[config.mk]
export PLATFORM = sky130hd
export DESIGN_NAME = link_stack_branch_unit_flat
export DESIGN_NICKNAME = d
export VERILOG_FILES = /design/src/rtl/link_stack_branch_unit_if.sv /design/src/rtl/link_stack_branch_unit.sv /design/src/flat_wrapper.sv
export SDC_FILE = /design/constraint.sdc
export NUM_CORES = 1
export LEC_CHECK = 0
export CAP_MARGIN = 5
export CORE_MARGIN = 2
export CORE_UTILIZATION = 25
export CTS_CLUSTER_SIZE = 24
export DETAILED_ROUTE_END_ITERATION = 10
export SYNTH_ARGS = -nofsm -noshare
export SYNTH_HDL_FRONTEND = slang
export SYNTH_SLANG_ARGS = --single-unit
[constraint.sdc]
create_clock -name clock -period 5.32 [get_ports clock]
set_input_delay 0.532 -clock clock [delete_from_list [all_inputs] [get_ports clock]]
set_output_delay 0.532 -clock clock [all_outputs]
set_load 0.01 [all_outputs]
[src/rtl/link_stack_branch_unit_if.sv]
// Port bundle for link_stack_branch_unit: branch request, flags, next-PC result and stack status.
// LINK_STACK_ERR_EN adds the sticky overflow/underflow flags and their clear.
interface link_stack_branch_unit_if #(
    parameter int unsigned AW    = 8,
    parameter int unsigned DEPTH = 4
);
    localparam int unsigned CW = $clog2(DEPTH + 1);

    logic          op_valid;
    logic [2:0]    branch_op;
    logic [1:0]    cond_sel;
    logic          zero;
    logic          negative;
    logic [AW-1:0] ea;
    logic [AW-1:0] pc_inc;
    logic          flush;
    logic [AW-1:0] next_pc;
    logic          taken;
    logic [AW-1:0] stack_top;
    logic [CW-1:0] stack_count;
    logic          stack_empty;
    logic          stack_full;
`ifdef LINK_STACK_ERR_EN
    logic          stack_overflow;
    logic          stack_underflow;
    logic          err_clear;
`endif

    modport master (
        output op_valid, branch_op, cond_sel, zero, negative, ea, pc_inc, flush,
        input  next_pc, taken, stack_top, stack_count, stack_empty, stack_full
`ifdef LINK_STACK_ERR_EN
        , output err_clear
        , input  stack_overflow, stack_underflow
`endif
    );

    modport slave (
        input  op_valid, branch_op, cond_sel, zero, negative, ea, pc_inc, flush,
        output next_pc, taken, stack_top, stack_count, stack_empty, stack_full
`ifdef LINK_STACK_ERR_EN
        , input  err_clear
        , output stack_overflow, stack_underflow
`endif
    );
endinterface

[src/rtl/link_stack_branch_unit.sv]
// Next-PC selector backed by a DEPTH-entry circular return-address stack.
// Optional sticky overflow/underflow flags when LINK_STACK_ERR_EN is defined.
module link_stack_branch_unit #(
    parameter int unsigned AW    = 8,
    parameter int unsigned DEPTH = 4
) (
    input logic                    clock,
    input logic                    resetn,
    link_stack_branch_unit_if.slave bus
);
    localparam int unsigned CW  = $clog2(DEPTH + 1);
    localparam int unsigned SPW = $clog2(DEPTH);
    localparam logic [SPW-1:0] SP_LAST  = SPW'(DEPTH - 1);
    localparam logic [CW-1:0]  CNT_FULL = CW'(DEPTH);

    localparam logic [2:0] OP_BR    = 3'b001;
    localparam logic [2:0] OP_BRC   = 3'b010;
    localparam logic [2:0] OP_CALL  = 3'b011;
    localparam logic [2:0] OP_RET   = 3'b100;
    localparam logic [2:0] OP_CALLC = 3'b101;

    logic [AW-1:0]  entry [DEPTH];
    logic [SPW-1:0] sp;
    logic [CW-1:0]  count;

    logic           cond;
    logic           empty;
    logic           full;
    logic [AW-1:0]  top;
    logic [SPW-1:0] sp_inc;
    logic [SPW-1:0] sp_dec;
    logic [SPW-1:0] push_sp;
    logic           push;
    logic           pop;
    logic [AW-1:0]  next_pc;
    logic           taken;

    assign empty   = (count == '0);
    assign full    = (count == CNT_FULL);
    assign top     = empty ? '0 : entry[sp];
    assign sp_inc  = (sp == SP_LAST) ? '0 : sp + SPW'(1);
    assign sp_dec  = (sp == '0) ? SP_LAST : sp - SPW'(1);
    // The first push into an empty stack lands at the current pointer.
    assign push_sp = empty ? sp : sp_inc;

    // Condition select, next-PC mux and push/pop decode.
    always_comb begin
        cond    = 1'b0;
        next_pc = bus.pc_inc;
        taken   = 1'b0;
        push    = 1'b0;
        pop     = 1'b0;
        case (bus.cond_sel)
            2'b00:   cond = bus.zero;
            2'b01:   cond = bus.negative;
            2'b10:   cond = ~bus.zero;
            default: cond = ~bus.negative;
        endcase
        if (bus.op_valid) begin
            case (bus.branch_op)
                OP_BR: begin
                    next_pc = bus.ea;
                    taken   = 1'b1;
                end
                OP_BRC: begin
                    if (cond) begin
                        next_pc = bus.ea;
                        taken   = 1'b1;
                    end
                end
                OP_CALL: begin
                    next_pc = bus.ea;
                    taken   = 1'b1;
                    push    = 1'b1;
                end
                OP_CALLC: begin
                    if (cond) begin
                        next_pc = bus.ea;
                        taken   = 1'b1;
                        push    = 1'b1;
                    end
                end
                OP_RET: begin
                    if (!empty) begin
                        next_pc = top;
                        taken   = 1'b1;
                        pop     = 1'b1;
                    end
                end
                default: ;
            endcase
        end
    end

    // Stack state; flush overrides any push or pop in the same cycle.
    always_ff @(posedge clock or negedge resetn) begin
        if (!resetn) begin
            sp    <= '0;
            count <= '0;
            for (int unsigned i = 0; i < DEPTH; i++) entry[i] <= '0;
        end else if (bus.flush) begin
            sp    <= '0;
            count <= '0;
        end else if (push) begin
            sp             <= push_sp;
            entry[push_sp] <= bus.pc_inc;
            if (!full) count <= count + CW'(1);
        end else if (pop) begin
            count <= count - CW'(1);
            if (count > CW'(1)) sp <= sp_dec;
        end
    end

    assign bus.next_pc     = next_pc;
    assign bus.taken       = taken;
    assign bus.stack_top   = top;
    assign bus.stack_count = count;
    assign bus.stack_empty = empty;
    assign bus.stack_full  = full;

`ifdef LINK_STACK_ERR_EN
    logic overflow_q;
    logic underflow_q;
    logic overflow_set;
    logic underflow_set;

    assign overflow_set  = push && full && !bus.flush;
    assign underflow_set = bus.op_valid && (bus.branch_op == OP_RET) && empty && !bus.flush;

    // Sticky error flags; a set event beats a simultaneous clear.
    always_ff @(posedge clock or negedge resetn) begin
        if (!resetn) begin
            overflow_q  <= 1'b0;
            underflow_q <= 1'b0;
        end else begin
            if (overflow_set)       overflow_q  <= 1'b1;
            else if (bus.err_clear) overflow_q  <= 1'b0;
            if (underflow_set)      underflow_q <= 1'b1;
            else if (bus.err_clear) underflow_q <= 1'b0;
        end
    end

    assign bus.stack_overflow  = overflow_q;
    assign bus.stack_underflow = underflow_q;
`endif
endmodule

[src/flat_wrapper.sv]
// flat-port wrapper written by rule: the top's interface ports become plain ports
module link_stack_branch_unit_flat 
#(
    parameter int unsigned AW    = 8,
    parameter int unsigned DEPTH = 4
)
  (clock, resetn, bus_op_valid, bus_branch_op, bus_cond_sel, bus_zero, bus_negative, bus_ea, bus_pc_inc, bus_flush, bus_next_pc, bus_taken, bus_stack_top, bus_stack_count, bus_stack_empty, bus_stack_full);
  link_stack_branch_unit_if #(.AW(AW), .DEPTH(DEPTH)) bus_i ();
  input logic clock;
  input logic resetn;
  input wire logic [$bits(bus_i.op_valid)-1:0] bus_op_valid;
  input wire logic [$bits(bus_i.branch_op)-1:0] bus_branch_op;
  input wire logic [$bits(bus_i.cond_sel)-1:0] bus_cond_sel;
  input wire logic [$bits(bus_i.zero)-1:0] bus_zero;
  input wire logic [$bits(bus_i.negative)-1:0] bus_negative;
  input wire logic [$bits(bus_i.ea)-1:0] bus_ea;
  input wire logic [$bits(bus_i.pc_inc)-1:0] bus_pc_inc;
  input wire logic [$bits(bus_i.flush)-1:0] bus_flush;
  output wire logic [$bits(bus_i.next_pc)-1:0] bus_next_pc;
  output wire logic [$bits(bus_i.taken)-1:0] bus_taken;
  output wire logic [$bits(bus_i.stack_top)-1:0] bus_stack_top;
  output wire logic [$bits(bus_i.stack_count)-1:0] bus_stack_count;
  output wire logic [$bits(bus_i.stack_empty)-1:0] bus_stack_empty;
  output wire logic [$bits(bus_i.stack_full)-1:0] bus_stack_full;
  assign bus_i.op_valid = bus_op_valid;
  assign bus_i.branch_op = bus_branch_op;
  assign bus_i.cond_sel = bus_cond_sel;
  assign bus_i.zero = bus_zero;
  assign bus_i.negative = bus_negative;
  assign bus_i.ea = bus_ea;
  assign bus_i.pc_inc = bus_pc_inc;
  assign bus_i.flush = bus_flush;
  assign bus_next_pc = bus_i.next_pc;
  assign bus_taken = bus_i.taken;
  assign bus_stack_top = bus_i.stack_top;
  assign bus_stack_count = bus_i.stack_count;
  assign bus_stack_empty = bus_i.stack_empty;
  assign bus_stack_full = bus_i.stack_full;
  link_stack_branch_unit #(.AW(AW), .DEPTH(DEPTH)) u_core (.clock(clock), .resetn(resetn), .bus(bus_i));
endmodule
After elaboration in Yosys (flattened, before gate mapping)
Cells that the tools add are included.
Cells by class
  add/sub/neg operators: 4
  multipliers: 0
  divide/modulo/power cells: 0
  magnitude comparators: 4
  equal/unequal tests: 10
  shift-type cells: 0
  mux-type cells: 31
  bitwise gates (word level): 5
  reductions and logical operators: 11
Operator list (number)
  $mux W8: 7
  $bwmux W32: 1
  $pmux W8 S3: 1
  $bmux W8 S2: 1
  $demux W8 S2: 1
  $mux W2: 7
  $mux W3: 4
  $eq A3 B3 Y1 const B: 3
  $eq A3 B2 Y1 const B: 2
  $ge A3 B3 Y1 const B: 2
  $mux W1: 6
  $not A2 Y3: 2
  $pmux W1 S3: 2
  $reduce_and A2 Y1: 3
  $reduce_bool A3 Y1: 2
  $eq A2 B2 Y1 const B: 2
  $logic_not A2 Y1: 2
  $reduce_or A2 Y1: 2
  $add A3 B1 Y3 const B: 1
  $eq A3 B1 Y1 const B: 1
  $gt A3 B1 Y1 const B: 1
  $logic_not A3 Y1: 1
  $lt A3 B1 Y1 const B: 1
  $ne A3 B3 Y1 const B: 1
  7 further kinds: 9
Storage, ports and cells
  register bits: 37
  latch bits: 0
  bits in writable memories: 0
  ROM bits: 0
  output and inout bits: 22
  memories kept: 0

Longest topological paths before layout
Gate-level depths: netlist of run 1.
  depth after elaboration: 9
  depth in mapped cells: 9
  gate-level depth less buffers: 8

Worst setup path after synthesis of run 1
OpenSTA, ideal clock, no wires.
  path type: register to register
  from: register u_core.sp[0]
  to: register u_core.entry[0] in the netlist's numbering
  library setup time: 0.125 ns
  arrival: 2.407 ns
  data required time: 5.195 ns
  setup slack: 2.788 ns
  cell stages (with the launch flop): 9
  clock period less this slack: 2.532 ns
  path through: dfrtp_1 -> buf_1 -> inv_1 -> ha_1 -> nand2_1 -> a21boi_0 -> or4_4 -> buf_6 -> mux2_4
Between the ends
  cells in the longest elaborated chain, start to end: 9
RTL lines
  start, declared: line link_stack_branch_unit.sv:23  | logic [SPW-1:0] sp;
  start signal, assigned: line link_stack_branch_unit.sv:105  | sp <= push_sp;
  start signal, assigned: line link_stack_branch_unit.sv:110  | if (count > CW'(1)) sp <= sp_dec;
  $add A2 B1 Y2 / $eq A2 B2 Y1 (equally long branches): line link_stack_branch_unit.sv:41  | assign sp_inc = (sp == SP_LAST) ? '0 : sp + SPW'(1);
  $mux W2: line link_stack_branch_unit.sv:41
  $mux W2 *: line link_stack_branch_unit.sv:44  | assign push_sp = empty ? sp : sp_inc;
  $not A2 Y3 (implied by the code) *: line link_stack_branch_unit.sv:106  | entry[push_sp] <= bus.pc_inc;
  $ge A3 B3 Y1 (implied by the code) / $lt A3 B1 Y1 (equally long branches): line link_stack_branch_unit.sv:106
  $logic_and A1 B1 Y1 (implied by the code): line link_stack_branch_unit.sv:106
  $mux W8 (implied by the code): line link_stack_branch_unit.sv:106
  $demux W8 S2 *: line link_stack_branch_unit.sv:106
  $bwmux W32 *: line link_stack_branch_unit.sv:106
  end signal, assigned by index: line link_stack_branch_unit.sv:106
  end, declared: line link_stack_branch_unit.sv:22  | logic [AW-1:0] entry [DEPTH];
Every way passes the cells marked *; elsewhere a longest branch is shown, timed or not.
A chain may end at the register's enable or synchronous reset.

Worst setup path in the final report of run 1
  from: register u_core.count[0] (netlist: u_core.bus.stack_count[0])
  to: output bus_next_pc[3]
Between the ends
  cells in the longest elaborated chain, start to end: 5
RTL lines
  start, declared: line link_stack_branch_unit.sv:24  | logic [CW-1:0] count;
  start signal, assigned: line link_stack_branch_unit.sv:107  | if (!full) count <= count + CW'(1);
  start signal, assigned: line link_stack_branch_unit.sv:109  | count <= count - CW'(1);
  $logic_not A3 Y1 *: line link_stack_branch_unit.sv:38  | assign empty = (count == '0);
  $mux W8: line link_stack_branch_unit.sv:40  | assign top = empty ? '0 : entry[sp];
  $mux W8 *: line link_stack_branch_unit.sv:84  | if (!empty) begin
  $pmux W8 S3 *: line link_stack_branch_unit.sv:60  | case (bus.branch_op)
  $mux W8 *: line link_stack_branch_unit.sv:59  | if (bus.op_valid) begin
  end, declared: line flat_wrapper.sv:19  | output wire logic [$bits(bus_i.next_pc)-1:0] bus_next_pc;
Marks and branches as above.

==> run metrics, run 1 <==
status=complete, no violations; WP data arrival=3.60 ns; minimum clock period=4.14 ns; layout net count=268; area share of the largest cell type after synthesis=39.0%; largest net degree at the start of global routing=38; FFs w/ async S/R, synth=100%; most numerous cell in the Yosys netlist=dfrtp_1; syn nets=220; final std cells w/o fill=365; Power Density=384 nW/µm²; # fillers=919; largest family of logic cells by synthesized area=multiplexers; Netlist Area Pre-Place=2370 µm²; Initial Util=25.7%; GRT overflow=0; Static Leak=1.32 nW; Hold-fix buffers, CTS=0; Final Hold Fails=0; routability cong.=0.800; Critical Path Source Type=register; final setup fails=0; mux contribution to synthesized area=28.7%; DRC errors left=0; area leader, netlist=dfrtp_1; vias in the first global route=1844; Chip Width=101 µm; final period utilization=77.7%; initial antenna violation count=0; Syn. warnings=0; Initial DRC Count=92; max-cap viol count=0; share of layout cells above drive strength 1=22.9%; Critical Path Source=u_core.bus.stack_count[0]; post-synthesis adder-cell area fraction=3.16%; Core Region=9240 µm²; Netlist cell types=42; CP Capture Type=output pin; Vias/cell=4.63; CTS Root Cell=clkbuf_8; Antenna diodes=0; number of I/O port buffers=48; post-CTS sizing=0; Ports=49; Worst VDD drop=0.120 mV; crit path max-delay cell type=nor2_1; Mapped Cells=187; critical-path cell list=inv_1 > ha_1 > nand2b_1 > inv_2 > or3_1 > nor2_1 > a221oi_1 > o2bb2ai_1 > clkdlybuf4s50_1; Global Route Usage Sum=12.7%; FP Rows=35; 1st-pass router iterations=4; CTS Buffer Depth=2; Total Routed Length=6060 µm; Post-synth EDFFs=0; first-pass GRT wire length=10000 µm; RSZ-0062 raised after global routing=no; Syn-to-layout area delta=28.5%; RR Startpoint=u_core.bus.stack_count[0]; fin. max-slew vios=0; H-tree levels=2; sequential cell area=926 µm²; delay of the slowest critical-path stage=0.58 ns; min-delay src=u_core.entry[11]; CTS tree=done; clk_lat worst skew=0.29 ns; XOR/XNOR share of the synthesized area=1.05%; Final Power=1.17 mW; Slew Limit Headroom=40.5%; Routed Antenna Nets=0; dpl cells=357; critical path fanouts, max=13; Mapped Avg Cell Area=12.7 µm²; Most used DFF post-synth=dfrtp_1; Hold Crit Class=reg2reg; Seq/Total Area, Yosys=39.0%; Clock Sinks=37; Worst-path clk slew=0.07 ns; Synth area leaders=dfrtp_1, mux2_4, mux4_2, ha_1, a221oi_1; clock skew=0.00740 ns; dpl hpwl=4280 µm; Req. time, crit path=4.79 ns; FF+latch count, synth=37; Vias=1690; Setup CP Type=reg2out; post-CTS setup buffers=0; Simple-Gate Fraction of Synth Area=12.0%; Routed wire per std cell=16.6 µm; Die ar.=10300 µm²; total negative setup slack=0 ns; Worst Max-Slew Pin Slew=0.886 ns; multi-input logic area=1360 µm²; Synth top cells by count=dfrtp_1, mux2_4, and2_1; die height=101 µm; Peak Freq=242 MHz; area fraction in compound gates after synthesis=12.5%; CTS Buf Count=5
-- layout make-up --
cell class / count / area share, %
Inverter: 8 / 0.985
Timing Repair Buffer: 49 / 16.0
Multi-Input combinational cell: 134 / 44.7
Clock buffer: 8 / 2.63
Tap cell: 129 / 5.30
Sequential cell: 37 / 30.4
-- layer usage --
layer  GRT usage (%)  up-vias  part of all wire [%]
met5               0        -                     0
met4            3.22        0                  0.96
met3            3.04        6                   6.2
met2            20.7       43                    47
met1            17.1      853                    46
li1                -      788                     -
-- critical path, delay by kind of cell, from the launching register on --
kind                     cells  cell delay (ns)
AND/OR/NAND/NOR              3             1.36
buffers and inverters        3             0.86
AO/OA/AOI/OAI                2             0.42
flip-flops                   1             0.42
adder cells (fa/ha/maj)      1             0.24
-- flip-flops by register name, indices dropped and copies added (netlist names) --
signal                  cells
u_core.entry               32
u_core.bus.stack_count      3
u_core.sp                   2
-- power by group --
part	internal, mW	switching (mW)
Sequential	0.386	0.0794
Clock	0.0931	0.0949
Combinational	0.324	0.193
-- cells by family (layout without fill, tap and decap cells) --
family / Yosys count / in the layout
and+or+nand+nor: 45 / 45
muxes: 42 / 42
AOI/OAI and AO/OA: 39 / 39
DFF: 37 / 37
buffers and inverters: 16 / 65
adders and majority gates: 6 / 6
xor gates and xnor gates: 2 / 2
-- cell usage in the layout, fill, tap and decap left out, types with 3 or more instances in the layout --
cell and count:
a21oi_1 6, a221oi_1 8, and2_0 8, and2_1 10
clkbuf_1 3, clkbuf_8 5, clkdlybuf4s50_1 48, dfrtp_1 37
ha_1 6, inv_1 7, mux2_4 32, mux4_2 8
nand2_1 6, nor2_1 6, o21ai_0 3, o21ai_1 3
o2bb2ai_1 8, or4_4 3
-- metrics by stage --
step	area [µm²]	utilization (%)	hold WS, ns	setup slack (ns)
after floorplan	2370	-	0.236	2.79
after global routing	3050	33.0	0.529	0.864
after detailed placement	2970	32.1	0.490	1.49
after global placement	2970	32.1	0.487	1.53
final	3050	33.0	0.509	1.18
after CTS	3050	33.0	0.511	1.17
-- path summary, 6_finish.rpt --
check                      slack [ns]  cells after the start               end
setup / recovery                 1.18                      9    bus_next_pc[3]
hold / removal                   0.51                      1  u_core.entry[11]
setup reg to reg                 2.48                      8  u_core.entry[28]
hold reg to reg                  0.51                      1  u_core.entry[11]
max in group asynchronous        4.31                      2   u_core.entry[4]
min in group asynchronous        0.67                      2  u_core.entry[25]
Note: power is estimated with default switching activity, not from simulation.
==> run 2, diff against run 1 <==
==> constraint.sdc (replaced) <==
create_clock -name clock -period 3.5 [get_ports clock]
set_input_delay 0.35 -clock clock [delete_from_list [all_inputs] [get_ports clock]]
set_output_delay 0.35 -clock clock [all_outputs]
set_load 0.01 [all_outputs]
==> run metrics, run 2 (same netlist as run 1, synthesis figures left out) <==
status=complete, no violations; max-cap viol count=0; Setup CP Type=in2out; FP Rows=35; critical path fanouts, max=5; Routed wire per std cell=16.3 µm; Initial Util=25.7%; Antenna diodes=0; post-CTS setup buffers=0; Total Routed Length=6030 µm; dpl hpwl=4240 µm; cell depth of the worst flop-to-flop path=6; H-tree levels=2; final setup fails=0; CTS Buffer Depth=2; RR Startpoint=u_core.sp[0]; first-pass GRT wire length=9550 µm; clk_lat worst skew=0.29 ns; crit-path leading delay family=buffers and inverters; critical-path cell list=clkdlybuf4s50_1 > mux2i_1 > xnor2_2 > nand2_1 > nor2_1 > buf_4 > a221oi_1 > o2bb2ai_1 > clkdlybuf4s50_1; initial antenna violation count=0; Die ar.=10300 µm²; Static Leak=1.35 nW; 1st-pass router iterations=4; dpl ws=0.438 ns; DRC errors left=0; Final Hold Fails=0; number of I/O port buffers=48; Vias/cell=4.56; Worst VDD drop=0.162 mV; minimum clock period=3.11 ns; Core Region=9240 µm²; CTS Buf Count=5; fin. max-slew vios=0; Power Density=584 nW/µm²; Ports=49; Global Route Usage Sum=12.2%; Peak Freq=322 MHz; most frequent cells in the layout=clkdlybuf4s50_1, dfrtp_1, mux2_4, and2_1; share of layout cells above drive strength 1=25.4%; Initial DRC Count=47; max FFs per register=32; multi-input logic area=1360 µm²; post-CTS sizing=0; reg-to-reg critical path endpoint=u_core.entry[11]; WP data arrival=2.76 ns; Biggest register=u_core.entry; crit path max-delay cell type=clkdlybuf4s50_1; Clock Sinks=37; delay of the slowest critical-path stage=0.57 ns; total negative setup slack=0 ns; CTS Root Cell=clkbuf_8; RSZ-0062 raised after global routing=no; vias in the first global route=1770; Syn-to-layout area delta=30.5%; Slew Limit Headroom=52.0%; Hold Crit Class=in2async; CP Capture Type=output pin; Worst Max-Slew Pin Slew=0.720 ns; largest net degree at the start of global routing=38; Fin Hold WS=0.486 ns; R2R setup slack=0.84 ns; commonest non-fill, non-tap cell in the layout=clkdlybuf4s50_1; CP dominant cell by count=clkdlybuf4s50_1; Chip Width=101 µm; final period utilization=88.8%; clock skew=0.00476 ns; Routed Antenna Nets=0; die height=101 µm; layout net count=273; Worst-path clk slew=0.07 ns; Hold-fix buffers, CTS=0; CP Buf/Inv Count=3; Critical Path Source Type=input port; GRT overflow=0; Worst Slack Setup Final=0.394 ns; sequential cell area=926 µm²; Req. time, crit path=3.15 ns; CTS tree=done; Vias=1681; # fillers=917; routability cong.=0.797
## run 2: final cells by class
cell class / count / area share (%)
Sequential cell: 37 / 29.9
Clock buffer: 6 / 2.67
Multi-Input combinational cell: 134 / 44.0
Timing Repair Buffer: 54 / 17.0
Inverter: 8 / 0.970
Clock inverter: 1 / 0.243
Tap cell: 129 / 5.21
## run 2: worst max-delay path by stage
stage	from	end	slack [ns]	depth (start not counted)
global route	u_core.bus.stack_count[0]	bus_next_pc[5]	0.16	10
detailed placement	bus_cond_sel[0]	bus_next_pc[0]	0.44	9
floorplan	u_core.sp[0]	u_core.entry[0]	0.97	8
global placement	bus_cond_sel[0]	bus_next_pc[0]	0.43	9
CTS	u_core.bus.stack_count[0]	bus_next_pc[3]	0.37	10
finish	bus_cond_sel[0]	bus_next_pc[0]	0.39	9
## run 2: per-layer routing
metal | track usage (%) | part of all wire [%] | vias to the layer above
met2 | 19.4 | 46 | 47
met1 | 16.9 | 48 | 823
met5 | 0 | 0 | -
met4 | 3.01 | 1.3 | 0
met3 | 2.90 | 4.6 | 7
li1 | - | - | 804
## run 2: through the flow
| stage | util, % | instance area, µm² | std cells | power (mW) |
|---|---|---|---|---|
| finish | 33.5 | 3100 | 369 | 1.81 |
| global route | 33.5 | 3100 | 369 | 1.93 |
| CTS | 33.5 | 3100 | 369 | 1.82 |
| detailed placement | 32.5 | 3010 | 362 | 1.50 |
| global placement | 32.5 | 3010 | 362 | 1.49 |
| floorplan | - | 2370 | 187 | 1.20 |
## run 2: where the power goes
part	total [mW]	leakage [nW]	internal [mW]	switching [mW]
clock network	0.311	0.0433	0.156	0.155
registers	0.710	0.485	0.587	0.123
logic	0.788	0.821	0.500	0.288
